===== config.mk =====
export PLATFORM = sky130hd
export DESIGN_NAME = apb_rr_arbiter
export DESIGN_NICKNAME = d
export VERILOG_FILES = /design/src/rtl/apb_rr_arbiter_pkg.sv /design/src/rtl/apb_rr_picker.sv /design/src/rtl/apb_rr_arbiter.sv
export SDC_FILE = /design/constraint.sdc
export NUM_CORES = 1
export LEC_CHECK = 0
export ABC_CLOCK_PERIOD_IN_PS = 2650
export CORE_AREA = 2 2 198 200
export CTS_CLUSTER_DIAMETER = 100
export DETAILED_ROUTE_END_ITERATION = 12
export DIE_AREA = 0 0 200 202
export PLACE_DENSITY = 0.46
export SYNTH_ARGS = -nofsm -noshare
export SYNTH_HDL_FRONTEND = slang
export SYNTH_SLANG_ARGS = --single-unit

===== constraint.sdc =====
create_clock -name clk_i -period 2.65 [get_ports clk_i]
set_input_delay 0.265 -clock clk_i [delete_from_list [all_inputs] [get_ports clk_i]]
set_output_delay 0.265 -clock clk_i [all_outputs]
set_load 0.02 [all_outputs]

===== src/rtl/apb_rr_arbiter_pkg.sv =====
// apb_rr_arbiter_pkg: shared FSM state type and round-robin search helper
package apb_rr_arbiter_pkg;
    typedef enum logic [1:0] {IDLE, SETUP, ACCESS} state_t;
    localparam int MAX_REQ = 16;
    function automatic int rr_next(input logic [MAX_REQ-1:0] req, input int ptr, input int n);
        int win;
        win = 0;
        for (int i = MAX_REQ - 1; i >= 0; i--)
            if (i < n && req[4'((ptr + i) % n)])
                win = (ptr + i) % n;
        return win;
    endfunction
endpackage


===== src/rtl/apb_rr_picker.sv =====
// apb_rr_picker: combinational round-robin pick, first set bit at or above i_ptr with wrap
module apb_rr_picker
    import apb_rr_arbiter_pkg::*;
#(
    parameter int NB_REQ = 4,
    parameter int IDX_W  = 2
) (
    input  logic [NB_REQ-1:0] i_req,
    input  logic [IDX_W-1:0]  i_ptr,
    output logic [NB_REQ-1:0] o_grant,
    output logic [IDX_W-1:0]  o_idx,
    output logic              o_valid
);
    logic [MAX_REQ-1:0] w_req;
    always_comb begin
        w_req = '0;
        w_req[NB_REQ-1:0] = i_req;
        o_valid = |i_req;
        o_idx = IDX_W'(rr_next(w_req, int'(i_ptr), NB_REQ));
        o_grant = o_valid ? NB_REQ'(1) << o_idx : '0;
    end
endmodule


===== src/rtl/apb_rr_arbiter.sv =====
// apb_rr_arbiter: round-robin share of one downstream APB master among NB_REQ requesters
module apb_rr_arbiter
    import apb_rr_arbiter_pkg::*;
#(
    parameter int NB_REQ         = 4,
    parameter int APB_ADDR_WIDTH = 32,
    parameter int APB_DATA_WIDTH = 32
) (
    input  logic                               clk_i,
    input  logic                               rst_i,
    input  logic [NB_REQ-1:0]                  req_psel_i,
    input  logic [NB_REQ-1:0]                  req_penable_i,
    input  logic [NB_REQ-1:0]                  req_pwrite_i,
    input  logic [NB_REQ*APB_ADDR_WIDTH-1:0]   req_paddr_i,
    input  logic [NB_REQ*APB_DATA_WIDTH-1:0]   req_pwdata_i,
    output logic [NB_REQ*APB_DATA_WIDTH-1:0]   req_prdata_o,
    output logic [NB_REQ-1:0]                  req_pready_o,
    output logic [NB_REQ-1:0]                  req_pslverr_o,
    output logic                               psel_o,
    output logic                               penable_o,
    output logic                               pwrite_o,
    output logic [APB_ADDR_WIDTH-1:0]          paddr_o,
    output logic [APB_DATA_WIDTH-1:0]          pwdata_o,
    input  logic [APB_DATA_WIDTH-1:0]          prdata_i,
    input  logic                               pready_i,
    input  logic                               pslverr_i,
    output logic [NB_REQ-1:0]                  grant_o,
    output logic                               busy_o
);
    localparam int IDX_W = $clog2(NB_REQ);
    localparam int AW = APB_ADDR_WIDTH;
    localparam int DW = APB_DATA_WIDTH;

    state_t              r_state, w_next;
    logic [IDX_W-1:0]    r_ptr, r_idx, w_idx;
    logic [NB_REQ-1:0]   r_grant, w_grant;
    logic                r_psel, r_penable, r_pwrite, w_valid, w_done;
    logic [AW-1:0]       r_paddr;
    logic [DW-1:0]       r_pwdata;

    apb_rr_picker #(.NB_REQ(NB_REQ), .IDX_W(IDX_W)) u_picker (
        .i_req   (req_psel_i),
        .i_ptr   (r_ptr),
        .o_grant (w_grant),
        .o_idx   (w_idx),
        .o_valid (w_valid)
    );

    always_comb begin
        w_next = r_state == IDLE  ? (w_valid ? SETUP : IDLE) :
                 r_state == SETUP ? ACCESS :
                 (pready_i ? IDLE : ACCESS);
    end

    always_ff @(posedge clk_i or posedge rst_i) begin
        if (rst_i) r_state <= IDLE;
        else       r_state <= w_next;
    end

    always_ff @(posedge clk_i or posedge rst_i) begin
        if (rst_i) begin
            r_ptr     <= '0;
            r_idx     <= '0;
            r_grant   <= '0;
            r_psel    <= 1'b0;
            r_penable <= 1'b0;
            r_pwrite  <= 1'b0;
            r_paddr   <= '0;
            r_pwdata  <= '0;
        end else if (r_state == IDLE) begin
            if (w_valid) begin
                r_grant  <= w_grant;
                r_idx    <= w_idx;
                r_psel   <= 1'b1;
                r_pwrite <= req_pwrite_i[w_idx];
                r_paddr  <= req_paddr_i[w_idx*AW +: AW];
                r_pwdata <= req_pwdata_i[w_idx*DW +: DW];
            end
        end else if (r_state == SETUP) begin
            r_penable <= 1'b1;
        end else if (pready_i) begin
            r_psel    <= 1'b0;
            r_penable <= 1'b0;
            r_grant   <= '0;
            r_ptr     <= r_idx == IDX_W'(NB_REQ - 1) ? '0 : r_idx + 1'b1;
        end
    end

    assign w_done = r_state == ACCESS && pready_i;

    always_comb begin
        req_pready_o  = w_done ? r_grant : '0;
        req_pslverr_o = (w_done && pslverr_i) ? r_grant : '0;
        req_prdata_o  = '0;
        for (int k = 0; k < NB_REQ; k++)
            req_prdata_o[k*DW +: DW] = (w_done && r_grant[k]) ? prdata_i : '0;
    end

    assign psel_o    = r_psel;
    assign penable_o = r_penable;
    assign pwrite_o  = r_pwrite;
    assign paddr_o   = r_paddr;
    assign pwdata_o  = r_pwdata;
    assign grant_o   = r_grant;
    assign busy_o    = r_state != IDLE;

    // the owner must keep its request up until the downstream transfer completes
    a_owner_holds: assert property (@(posedge clk_i) disable iff (rst_i)
        (r_state != IDLE) |-> |(req_psel_i & req_penable_i & r_grant));
endmodule

# Word level (Yosys, flattened, before mapping)

Cells that the tools add are included.

Output and inout port bits: 208
Word-level logic and storage cells: 86
Bits in registers: 77
Input port bits: 304

Shifts and indexed selects: 3
Multiplexer cells: 37
Equal/unequal tests: 5
Bitwise operators: 5
$lt $le $gt $ge: 5
Add/sub/neg operators: 4
Reductions and logical operators: 18

Operators with widths:

| operator                                            | number |
|---|---|
| variable part select 128 x 8 -> 32 bit              | 2 |
| 2-to-1 mux 32 bit                                   | 4 |
| 2-to-1 mux 4 bit                                    | 6 |
| < comparator 3 x 6 -> 1 bit, second input constant  | 3 |
| 2-to-1 mux 2 bit                                    | 8 |
| 2-to-1 mux 1 bit                                    | 14 |
| binary-select mux 1 bit (select 3 bit)              | 3 |
| logical AND 1 bit                                   | 6 |
| AND reduction 3 bit                                 | 2 |
| nonzero test 2 bit                                  | 3 |
| OR reduction 2 bit                                  | 3 |
| < comparator 2 x 5 -> 1 bit, second input constant  | 1 |
| adder 2 x 1 -> 2 bit, second input constant         | 2 |
| adder 2 bit, second input constant                  | 2 |
| binary-select mux 1 bit (select 2 bit)              | 2 |
| equality test 2 bit, second input constant          | 2 |
| != test 2 bit, second input constant                | 2 |
| AND reduction 2 bit                                 | 2 |
| OR reduction 4 bit                                  | 1 |
| << shifter 1 x 2 -> 4 bit, first input constant     | 1 |
| AND 1 bit, first input constant                     | 3 |
| < comparator 2 x 3 -> 1 bit, second input constant  | 1 |
| equality test 2 x 1 -> 1 bit, second input constant | 1 |
| logical NOT 2 bit                                   | 1 |
| NOT 1 bit                                           | 2 |

# Logic depth before layout (Yosys ltp)

Gate-level depths: netlist of the first run.

Depth in word-level cells: 13
Mapped depth: 8
Mapped depth without buffers: 6

# Modules after synthesis

A second synthesis of the first run with hierarchy kept.

Cell total of the unflattened synthesis: 600
Area, all modules: 5823.1 um^2

By module, submodules not included:

| module         | instances | area each (um^2) | cells an instance | sequential area each (um^2) |
|---|---|---|---|---|
| apb_rr_arbiter | 1         | 5625.4           | 571               | 1926.8 |
| apb_rr_picker  | 1         | 197.7            | 29                | 0.0 |

# Worst setup path after synthesis of the first run

No wires, ideal clock.

Kind: register to output
Start: register r_state[1]
End: output req_prdata_o[118]
Data required time: 2.385 ns
Setup slack: 0.672 ns
Arrival: 1.713 ns
Buffers on the path: 2
Cell stages (with the launch flop): 6
Path through: dfrtp_1 > nand2_1 > clkbuf_1 > nor3b_1 > clkbuf_1 > and2_1

Word-level cells in the longest chain between the ends: 4

RTL lines:

| item                   | RTL line             | text |
|---|---|---|
| start, declared        | apb_rr_arbiter.sv:34 | `state_t r_state, w_next;` |
| start signal, assigned | apb_rr_arbiter.sv:57 | `else r_state <= w_next;` |
| equality test 2 bit    | apb_rr_arbiter.sv:89 | `assign w_done = r_state == ACCESS && pready_i;` |
| logical AND 1 bit      | apb_rr_arbiter.sv:89 |  |
| logical AND 1 bit      | apb_rr_arbiter.sv:96 | `req_prdata_o[k*DW +: DW] = (w_done && r_grant[k]) ? prdata_i : '0;` |
| 2-to-1 mux 32 bit      | apb_rr_arbiter.sv:96 |  |
| end, declared          | apb_rr_arbiter.sv:16 | `output logic [NB_REQ*APB_DATA_WIDTH-1:0] req_prdata_o,` |

No other way between the ends.

# Worst setup path after layout of the first run

Start: input pready_i
End: output req_prdata_o[56]

Word-level cells in the longest chain between the ends: 3

RTL lines:

| item              | RTL line             | text |
|---|---|---|
| start, declared   | apb_rr_arbiter.sv:25 | `input logic pready_i,` |
| logical AND 1 bit | apb_rr_arbiter.sv:89 |  |
| logical AND 1 bit | apb_rr_arbiter.sv:96 |  |
| 2-to-1 mux 32 bit | apb_rr_arbiter.sv:96 |  |

No other way between the ends.

==> impl_metrics.py, run 1 <==
metrics = {
    "outcome": {
        "status": "complete, no violations",
    },
    "placed_design": {
        "gp_congestion": 0.741,
        "dp_hpwl_microns": 21200,
        "place_area_sq_mm": 0.0112,
        "port_buffers": 507,
        "dp_slack_ns": 0.107,
    },
    "pwr": {
        "p_leak_nw": 4.81,
        "total_power_w": 0.00915,
        "p_per_area_mw_per_mm2": 794,
        "vdd_drop_max_v": 0.000335,
    },
    "synthesis": {
        "ys_seq_area_frac": 0.356,
        "syn_area_sq_mm": 0.00541,
        "postSynthCellCount": 568,
        "synth_fp_nets": 873,
        "synth_cell_types": 26,
        "synth_top_area_share": 0.356,
        "synth_area_leaders": "dfrtp_1, mux2i_1, and2_1, o221ai_1, nand2_1",
        "ys_warn_count": 0,
        "syn_area_per_cell_sq_um": 9.52,
        "synth_top_cell_by_area": "dfrtp_1",
        "ys_ff_latch": 77,
    },
    "final_layout": {
        "layout-drive-gt1-share": 0.0498,
        "final_area_sq_mm": 0.0115,
        "synthToLayoutAreaGrowth_pct": 113,
        "regArea_sq_mm": 0.00193,
        "num-fill-cells": 4082,
        "diodes": 0,
        "layout_common_cells": "clkdlybuf4s50_1, and2_1, mux2i_1",
        "multiInputGateArea_sq_mm": 0.00324,
        "final_common_cell": "clkdlybuf4s50_1",
        "nets": 1365,
    },
    "floorplan": {
        "num_io_pins": 512,
        "core_sq_mm": 0.0383,
        "rows": 72,
        "die_x_microns": 200,
        "start_util": 0.141,
        "die_y_microns": 202,
        "die_area_sq_mm": 0.0404,
    },
    "timing": {
        "holdWs_ns": 0.332,
        "slew_violations": 0,
        "fin_ws_ns": 0.150,
        "hold_violations": 0,
        "setup_violations": 0,
        "rsz0062_at_grt": "no",
        "period_needed_ns": 2.50,
        "min_period_over_period": 0.943,
        "final.setup_skew_ns": 0.00920,
        "worst_pin_slew_ns": 0.578,
        "finalSetupTns_ns": 0,
        "fmax_ghz": 0.400,
        "slew_headroom": 0.613,
    },
    "global_route": {
        "grt_overflow": 0,
        "grt_pass1_vias": 6268,
        "use_met1": 0.127,
        "gr-usage-met3": 0.0389,
        "grtUsageMet2": 0.249,
        "gr-usage-all-layers": 0.127,
        "grt_busiest_layer": "met2",
        "grt_max_degree": 78,
        "antenna_found_initial": 0,
        "grt_pass1_wl_microns": 38500,
    },
    "drt": {
        "vias": 6232,
        "first_pass_iters": 6,
        "drcViolationCount": 0,
        "wl_per_cell_microns": 16.8,
        "ant_nets": 0,
        "viasPerCell": 3.94,
        "drtIter0Drc": 199,
        "wl_microns": 26700,
    },
    "clock_tree": {
        "clock_sinks": 77,
        "post_cts_resized": 0,
        "clkLatencyLatePin_ns": 0.35,
        "root_buffer": "clkbuf_16",
        "cts_made_buffers": 9,
        "h-tree-depth": 3,
        "cts_tree": "yes",
        "cts_buffer_depth": 2,
        "hold_buffers": 0,
        "clk_pin_slew_ns": 0.06,
        "cts_setup_buffers": 0,
    },
    "worst_setup_path": {
        "cp.arrival_ns": 2.23,
        "path_class": "input pin to primary output",
        "r2r_setup_slack_ns": 0.68,
        "cp-end-kind": "primary output",
        "required_ns": 2.38,
        "cp_max_fo": 21,
        "start_kind": "input pin",
    },
    "min_path": {
        "min_path_type": "input pin to async pin",
    },
    "job": {
        "cap_violations": 0,
    },
}
## metrics by stage
stage	cells	util
after floorplan	568	-
after global placement	1567	0.293
after detailed placement	1567	0.293
after CTS	1583	0.301
after global routing	1583	0.301
final	1583	0.301
## flip-flops by register name, indices dropped and copies added (netlist names)
register	flops
psel_o	1
grant_o	4
r_idx	2
pwdata_o	32
r_ptr	2
r_state	2
pwrite_o	1
penable_o	1
paddr_o	32
## cell usage after synthesis
cell / n
nor2b_4: 1
nand3_1: 6
nor3b_1: 4
ha_1: 1
a21o_1: 2
o32a_1: 1
o221ai_1: 65
nand2b_1: 2
a21oi_1: 3
nand2_1: 76
buf_2: 16
o31ai_1: 3
nor2b_1: 1
dfrtp_1: 77
o22ai_1: 1
o21ai_1: 1
a211o_1: 1
mux2_2: 1
mux2i_1: 130
o32ai_1: 1
inv_1: 3
nor2_1: 4
inv_2: 2
clkbuf_1: 27
and2_1: 132
buf_6: 7
## final timing paths
check | from | endpoint | cells past startpoint
max in group asynchronous | rst_i | penable_o | 3
setup / recovery | pready_i | req_prdata_o[56] | 6
setup reg to reg | r_ptr[0] | paddr_o[11] | 7
hold reg to reg | pwdata_o[12] | pwdata_o[12] | 2
hold / removal | rst_i | paddr_o[25] | 3
min in group clk_i | pwdata_o[12] | pwdata_o[12] | 2
## per-layer routing
layer  wire (microns)  vias to the layer above
li1                 -                     3018
met1             9380                     2861
met2            14200                      333
met3             2610                       20
met4              419                        0
met5                0                        -
## area by class of cell
class / instances / area share
Sequential cell: 77 / 0.167
Tap cell: 518 / 0.0563
Timing Repair Buffer: 531 / 0.467
Clock buffer: 9 / 0.0196
Inverter: 5 / 0.00174
Clock inverter: 7 / 0.00641
Multi-Input combinational cell: 436 / 0.281
## critical path: stages
cell and delay (ns):
clkdlybuf4s50_1 0.51, nand2_1 0.19, nor3b_2 0.23, buf_4 0.25, and2_1 0.15, clkdlybuf4s50_1 0.63
## power breakdown
part / total, W / switching, W / internal [W]
logic: 0.00573 / 0.00296 / 0.00277
registers: 0.00210 / 0.000343 / 0.00176
clock network: 0.00131 / 0.000579 / 0.000735
total: 0.00915 / 0.00388 / 0.00526
## cells by family after synthesis
kind of cell             after synthesis  synth area share
flip-flops                            77             0.356
adder cells (fa/ha/maj)                1           0.00231
multiplexers                         131             0.243
AND/OR/NAND/NOR                      226             0.225
AO/OA/AOI/OAI                         78             0.122
buffers and inverters                 55            0.0516
No activity file was read; power rests on OpenSTA's default activity.
==> inputs of run 2 (changes only) <==
--- a/config.mk
+++ b/config.mk
@@ -5,11 +5,11 @@
 export SDC_FILE = /design/constraint.sdc
 export NUM_CORES = 1
 export LEC_CHECK = 0
-export ABC_CLOCK_PERIOD_IN_PS = 2650
-export CORE_AREA = 2 2 198 200
+export ABC_CLOCK_PERIOD_IN_PS = 2100
+export CORE_AREA = 2 2 202 204
 export CTS_CLUSTER_DIAMETER = 100
 export DETAILED_ROUTE_END_ITERATION = 12
-export DIE_AREA = 0 0 200 202
+export DIE_AREA = 0 0 204 206
 export PLACE_DENSITY = 0.46
 export SYNTH_ARGS = -nofsm -noshare
 export SYNTH_HDL_FRONTEND = slang
==> constraint.sdc (replaced) <==
create_clock -name clk_i -period 2.1 [get_ports clk_i]
set_input_delay 0.21 -clock clk_i [delete_from_list [all_inputs] [get_ports clk_i]]
set_output_delay 0.21 -clock clk_i [all_outputs]
set_load 0.01 [all_outputs]
==> run 2 against run 1 <==
The run now ends with setup timing left. Total power grew 22%. Global-route usage grew 0.46 points. Cell count grew 2.4%. Non-clock buffer count grew 24. Worst setup slack lost 0.31 ns. Register-to-register slack lost 0.51 ns. Cell area grew 2.4%. Via count grew 2.0%. Sequential cell count is the same. Combinational power grew 20%. Die area grew 4.0%. Sequential power grew 27%.
==> impl_metrics.py, run 2 (same netlist as run 1, synthesis figures left out) <==
metrics = {
    "outcome": {
        "status": "complete, but fails checks",
        "violations": "setup timing",
    },
    "worst_setup_path": {
        "cp.arrival_ns": 2.05,
        "cp_max_fo": 34,
        "crit_chain": "clkdlybuf4s50_1 -> nand2_4 -> nor3b_2 -> buf_12 -> and2_1 -> clkdlybuf4s50_1",
        "path_class": "input pin to primary output",
        "start_kind": "input pin",
        "cp-end-kind": "primary output",
        "cpMostUsedCell": "clkdlybuf4s50_1",
        "required_ns": 1.89,
        "crit_slowest_cell": "clkdlybuf4s50_1",
        "cpPeakStageDelay_ns": 0.55,
    },
    "clock_tree": {
        "root_buffer": "clkbuf_16",
        "cts_made_buffers": 9,
        "cts_tree": "yes",
        "clk_pin_slew_ns": 0.06,
        "hold_buffers": 0,
        "clock_sinks": 77,
        "cts_buffer_depth": 2,
        "clkLatencyLatePin_ns": 0.35,
        "h-tree-depth": 3,
    },
    "final_layout": {
        "fin_cells": 1621,
        "final_common_cell": "clkdlybuf4s50_1",
        "layout-drive-gt1-share": 0.0992,
        "layout_common_cells": "clkdlybuf4s50_1, and2_1, mux2i_1",
        "regArea_sq_mm": 0.00193,
        "num-fill-cells": 4321,
        "synthToLayoutAreaGrowth_pct": 118,
        "multiInputGateArea_sq_mm": 0.00327,
        "diodes": 0,
        "nets": 1389,
    },
    "floorplan": {
        "core_sq_mm": 0.0402,
        "num_io_pins": 512,
        "die_y_microns": 206,
        "rows": 74,
        "die_area_sq_mm": 0.0420,
        "die_x_microns": 204,
        "start_util": 0.135,
    },
    "timing": {
        "fin_ws_ns": -0.162,
        "period_needed_ns": 2.26,
        "fmax_ghz": 0.442,
        "setup_violations": 64,
        "slew_violations": 0,
        "min_period_over_period": 1.08,
        "final.setup_skew_ns": 0.0137,
        "hold_violations": 0,
        "worst_pin_slew_ns": 0.482,
        "rsz0062_at_grt": "yes",
        "slew_headroom": 0.678,
    },
    "global_route": {
        "grt_pass1_wl_microns": 41300,
        "antenna_found_initial": 2,
        "grt_pass1_vias": 6456,
        "grt_overflow": 0,
        "grt_max_degree": 78,
        "gr-usage-all-layers": 0.132,
    },
    "drt": {
        "wl_microns": 29300,
        "vias": 6358,
        "viasPerCell": 3.92,
        "wl_per_cell_microns": 18.1,
        "drtIter0Drc": 242,
        "first_pass_iters": 4,
        "ant_nets": 0,
        "drcViolationCount": 0,
    },
    "min_path": {
        "min_path_type": "input pin to async pin",
    },
    "pwr": {
        "p_leak_nw": 5.60,
        "p_per_area_mw_per_mm2": 949,
        "vdd_drop_max_v": 0.000466,
        "total_power_w": 0.0112,
    },
    "placed_design": {
        "port_buffers": 507,
        "dp_slack_ns": -0.359,
        "placed_cells_incl_taps": 1594,
        "gp_congestion": 0.818,
        "dp_hpwl_microns": 22200,
    },
    "job": {
        "cap_violations": 0,
    },
}
-- run 2: cell types whose count changed in the layout (fill, tap and decap cells not counted), moves of 2 or more --
cell	change
nor3b_2	-2
buf_12	+3
buf_2	+5
clkdlybuf4s15_1	+10
clkdlybuf4s50_1	-70
buf_4	+14
clkbuf_2	+24
buf_6	+3
nor3b_4	+2
clkinvlp_4	+2
dlymetal6s2s_1	+31
clkbuf_16	+3
-- run 2: worst paths after layout --
check | startpoint | end | slack [ns] | cells past startpoint
worst max-delay path | pready_i | req_prdata_o[44] | -0.16 | 6
worst min-delay path | rst_i | pwdata_o[25] | 0.34 | 3
worst max register to register | r_ptr[0] | pwdata_o[9] | 0.17 | 6
worst min register to register | r_idx[0] | r_ptr[0] | 0.48 | 1
max in group asynchronous | rst_i | r_state[0] | 1.37 | 3
min in group clk_i | r_idx[0] | r_ptr[0] | 0.48 | 1
-- run 2: layout make-up --
| cell class | count | share of cell area |
|---|---|---|
| repair buffers | 555 | 0.476 |
| clock inverters | 6 | 0.00541 |
| flip-flops and latches | 77 | 0.164 |
| multi-input cells | 436 | 0.277 |
| inverters | 5 | 0.00191 |
| well taps | 532 | 0.0565 |
| clock buffers | 10 | 0.0194 |
-- run 2: repair_timing --
item | CTS | global route
pin swaps | 1 | 1
endpoints found under the setup margin | 136 | 119
cloned | 1 | 3
gates resized for setup | 64 | 89
setup buffers | 4 | 3
-- run 2: per-stage QoR --
| step | area [sq um] | hold WS, ns | TNS, ns | utilization |
|---|---|---|---|---|
| 6_report | 11800 | 0.343 | -7.32 | 0.293 |
| 2_1_floorplan | 5410 | 0.301 | 0 | - |
| 5_1_grt | 11800 | 0.372 | -13.96 | 0.293 |
| 3_5_place_dp | 11400 | 0.470 | -25.46 | 0.283 |
| 4_1_cts | 11700 | 0.344 | -13.26 | 0.291 |
| 3_3_place_gp | 11400 | 0.470 | -24.89 | 0.283 |
-- run 2: worst max-delay path, delay by kind of cell --
kind                   cells  cell delay (ns)
buffers and inverters      3             1.31
AND/OR/NAND/NOR            3             0.52
-- run 2: layer usage --
layer  wire length [microns]  up-vias  GRT usage  part of all wire
li1                        -     3070          -                 -
met1                   10700     2948      0.142              0.37
met2                   15400      315      0.246              0.53
met3                    2600       25     0.0418             0.089
met4                     570        0     0.0370             0.019
met5                       0        -          0                 0
-- run 2: power by group --
part	switching, W	leakage [nW]	internal [W]
clock	0.000713	0.138	0.000921
combinational	0.00324	4.51	0.00365
sequential	0.000441	0.950	0.00222
==> inputs of run 3 (changes only) <==
--- a/config.mk
+++ b/config.mk
@@ -11,6 +11,7 @@
 export DETAILED_ROUTE_END_ITERATION = 12
 export DIE_AREA = 0 0 204 206
 export PLACE_DENSITY = 0.46
+export SKIP_LAST_GASP = 1
 export SYNTH_ARGS = -nofsm -noshare
 export SYNTH_HDL_FRONTEND = slang
 export SYNTH_SLANG_ARGS = --single-unit
==> run 3 against run 2 <==
The flow still finishes with violations (setup timing). Cell count is 0.25% lower. Global-route usage hardly changed. Worst setup slack better by 0.0033 ns. Critical path depth is 2 lower. First-iteration DRC count is 0.41% lower. Utilization is 0.21 points lower. Fmax is 0.14% higher. Largest power group unchanged. Highest routed layer unchanged.
==> impl_metrics.py, run 3 (same netlist as run 1, synthesis figures left out) <==
metrics = {
    "outcome": {
        "status": "complete, but fails checks",
        "violations": "setup timing",
    },
    "floorplan": {
        "die_x_microns": 204,
        "die_y_microns": 206,
        "die_area_sq_mm": 0.0420,
        "core_sq_mm": 0.0402,
        "rows": 74,
        "num_io_pins": 512,
        "start_util": 0.135,
    },
    "clock_tree": {
        "hold_buffers": 0,
        "cts_made_buffers": 9,
        "clock_sinks": 77,
        "clk_pin_slew_ns": 0.07,
        "cts_tree": "yes",
        "root_buffer": "clkbuf_16",
        "clkLatencyLatePin_ns": 0.35,
        "cts_buffer_depth": 2,
        "h-tree-depth": 3,
    },
    "timing": {
        "slew_violations": 0,
        "setup_violations": 93,
        "rsz0062_at_grt": "yes",
        "final.setup_skew_ns": 0.0153,
        "holdWs_ns": 0.345,
        "fmax_ghz": 0.443,
        "slew_headroom": 0.678,
        "worst_pin_slew_ns": 0.484,
        "period_needed_ns": 2.26,
        "hold_violations": 0,
        "min_period_over_period": 1.08,
        "fin_ws_ns": -0.159,
    },
    "pwr": {
        "vdd_drop_max_v": 0.000473,
        "p_per_area_mw_per_mm2": 951,
        "total_power_w": 0.0111,
        "p_leak_nw": 5.07,
    },
    "final_layout": {
        "num-fill-cells": 4325,
        "diodes": 0,
        "nets": 1385,
        "synthToLayoutAreaGrowth_pct": 116,
        "final_area_sq_mm": 0.0117,
        "layout_common_cells": "clkdlybuf4s50_1, and2_1, mux2i_1",
        "layout-drive-gt1-share": 0.0728,
        "final_common_cell": "clkdlybuf4s50_1",
    },
    "drt": {
        "drcViolationCount": 0,
        "wl_microns": 28700,
        "drtIter0Drc": 241,
        "wl_per_cell_microns": 17.8,
        "first_pass_iters": 4,
        "vias": 6346,
        "ant_nets": 0,
        "viasPerCell": 3.92,
    },
    "job": {
        "cap_violations": 0,
    },
    "worst_setup_path": {
        "path_class": "flop to primary output",
        "start_kind": "flop",
        "cp.arrival_ns": 2.05,
        "required_ns": 1.89,
        "cp-end-kind": "primary output",
        "cp_max_fo": 34,
    },
    "placed_design": {
        "dp_hpwl_microns": 22200,
        "port_buffers": 507,
        "place_area_sq_mm": 0.0114,
        "gp_congestion": 0.818,
    },
    "global_route": {
        "antenna_found_initial": 2,
        "grt_overflow": 0,
        "gr-usage-all-layers": 0.132,
        "grt_max_degree": 78,
        "grt_pass1_wl_microns": 41300,
        "grt_pass1_vias": 6456,
    },
    "min_path": {
        "min_path_type": "input pin to async pin",
    },
}
==> run 3: through the flow <==
stage	util	TNS, ns	worst slack (ns)	instances
final	0.291	-9.32	-0.159	1617
after global routing	0.291	-19.33	-0.243	1617
after CTS	0.291	-14.60	-0.233	1615
after detailed placement	0.283	-25.46	-0.359	1594
after global placement	0.283	-24.89	-0.337	1594
after floorplan	-	0	0.336	568
==> run 3: routing by layer <==
| layer | wire length [microns] | GRT usage | part of all wire |
|---|---|---|---|
| met1 | 10700 | 0.142 | 0.37 |
| met2 | 15000 | 0.246 | 0.52 |
| met3 | 2580 | 0.0412 | 0.090 |
| met4 | 448 | 0.0370 | 0.016 |
| met5 | 0 | 0 | 0 |
==> run 3: critical path: stages (launching register included) <==
cell             delay (ns)
dfrtp_2                0.47
nor3b_2                0.26
buf_12                 0.22
and2_1                 0.17
clkdlybuf4s50_1        0.55
==> run 3: layout make-up <==
class | count | area, sq um | area share
clock buffer | 10 | 229 | 0.0196
clock inverter | 6 | 63.8 | 0.00545
inverter | 5 | 22.5 | 0.00192
multi-input combinational | 436 | 3270 | 0.279
sequential | 77 | 1930 | 0.165
tap | 532 | 666 | 0.0569
timing repair buffer | 551 | 5530 | 0.472
==> run 3: worst paths after layout <==
path | startpoint | end | slack, ns | cells past startpoint
setup / recovery | r_state[0] | req_prdata_o[44] | -0.16 | 4
hold / removal | rst_i | pwdata_o[25] | 0.35 | 3
setup reg to reg | r_ptr[0] | pwdata_o[9] | 0.17 | 6
hold reg to reg | r_idx[0] | r_ptr[0] | 0.48 | 1
max in group asynchronous | rst_i | r_state[0] | 1.37 | 3
min in group clk_i | r_idx[0] | r_ptr[0] | 0.48 | 1
==> run 3: timing repair <==
| item | CTS | global route |
|---|---|---|
| endpoints found under the setup margin | 136 | 119 |
| gates resized for setup | 60 | 12 |
| pin swaps | 1 | 1 |
| setup buffers | 4 | 3 |
| gates cloned | 1 | 0 |
==> run 3: power breakdown <==
part | internal (W) | total (W) | switching [W]
sequential | 0.00222 | 0.00267 | 0.000443
clock | 0.000922 | 0.00164 | 0.000714
combinational | 0.00362 | 0.00684 | 0.00321
total | 0.00677 | 0.0111 | 0.00437
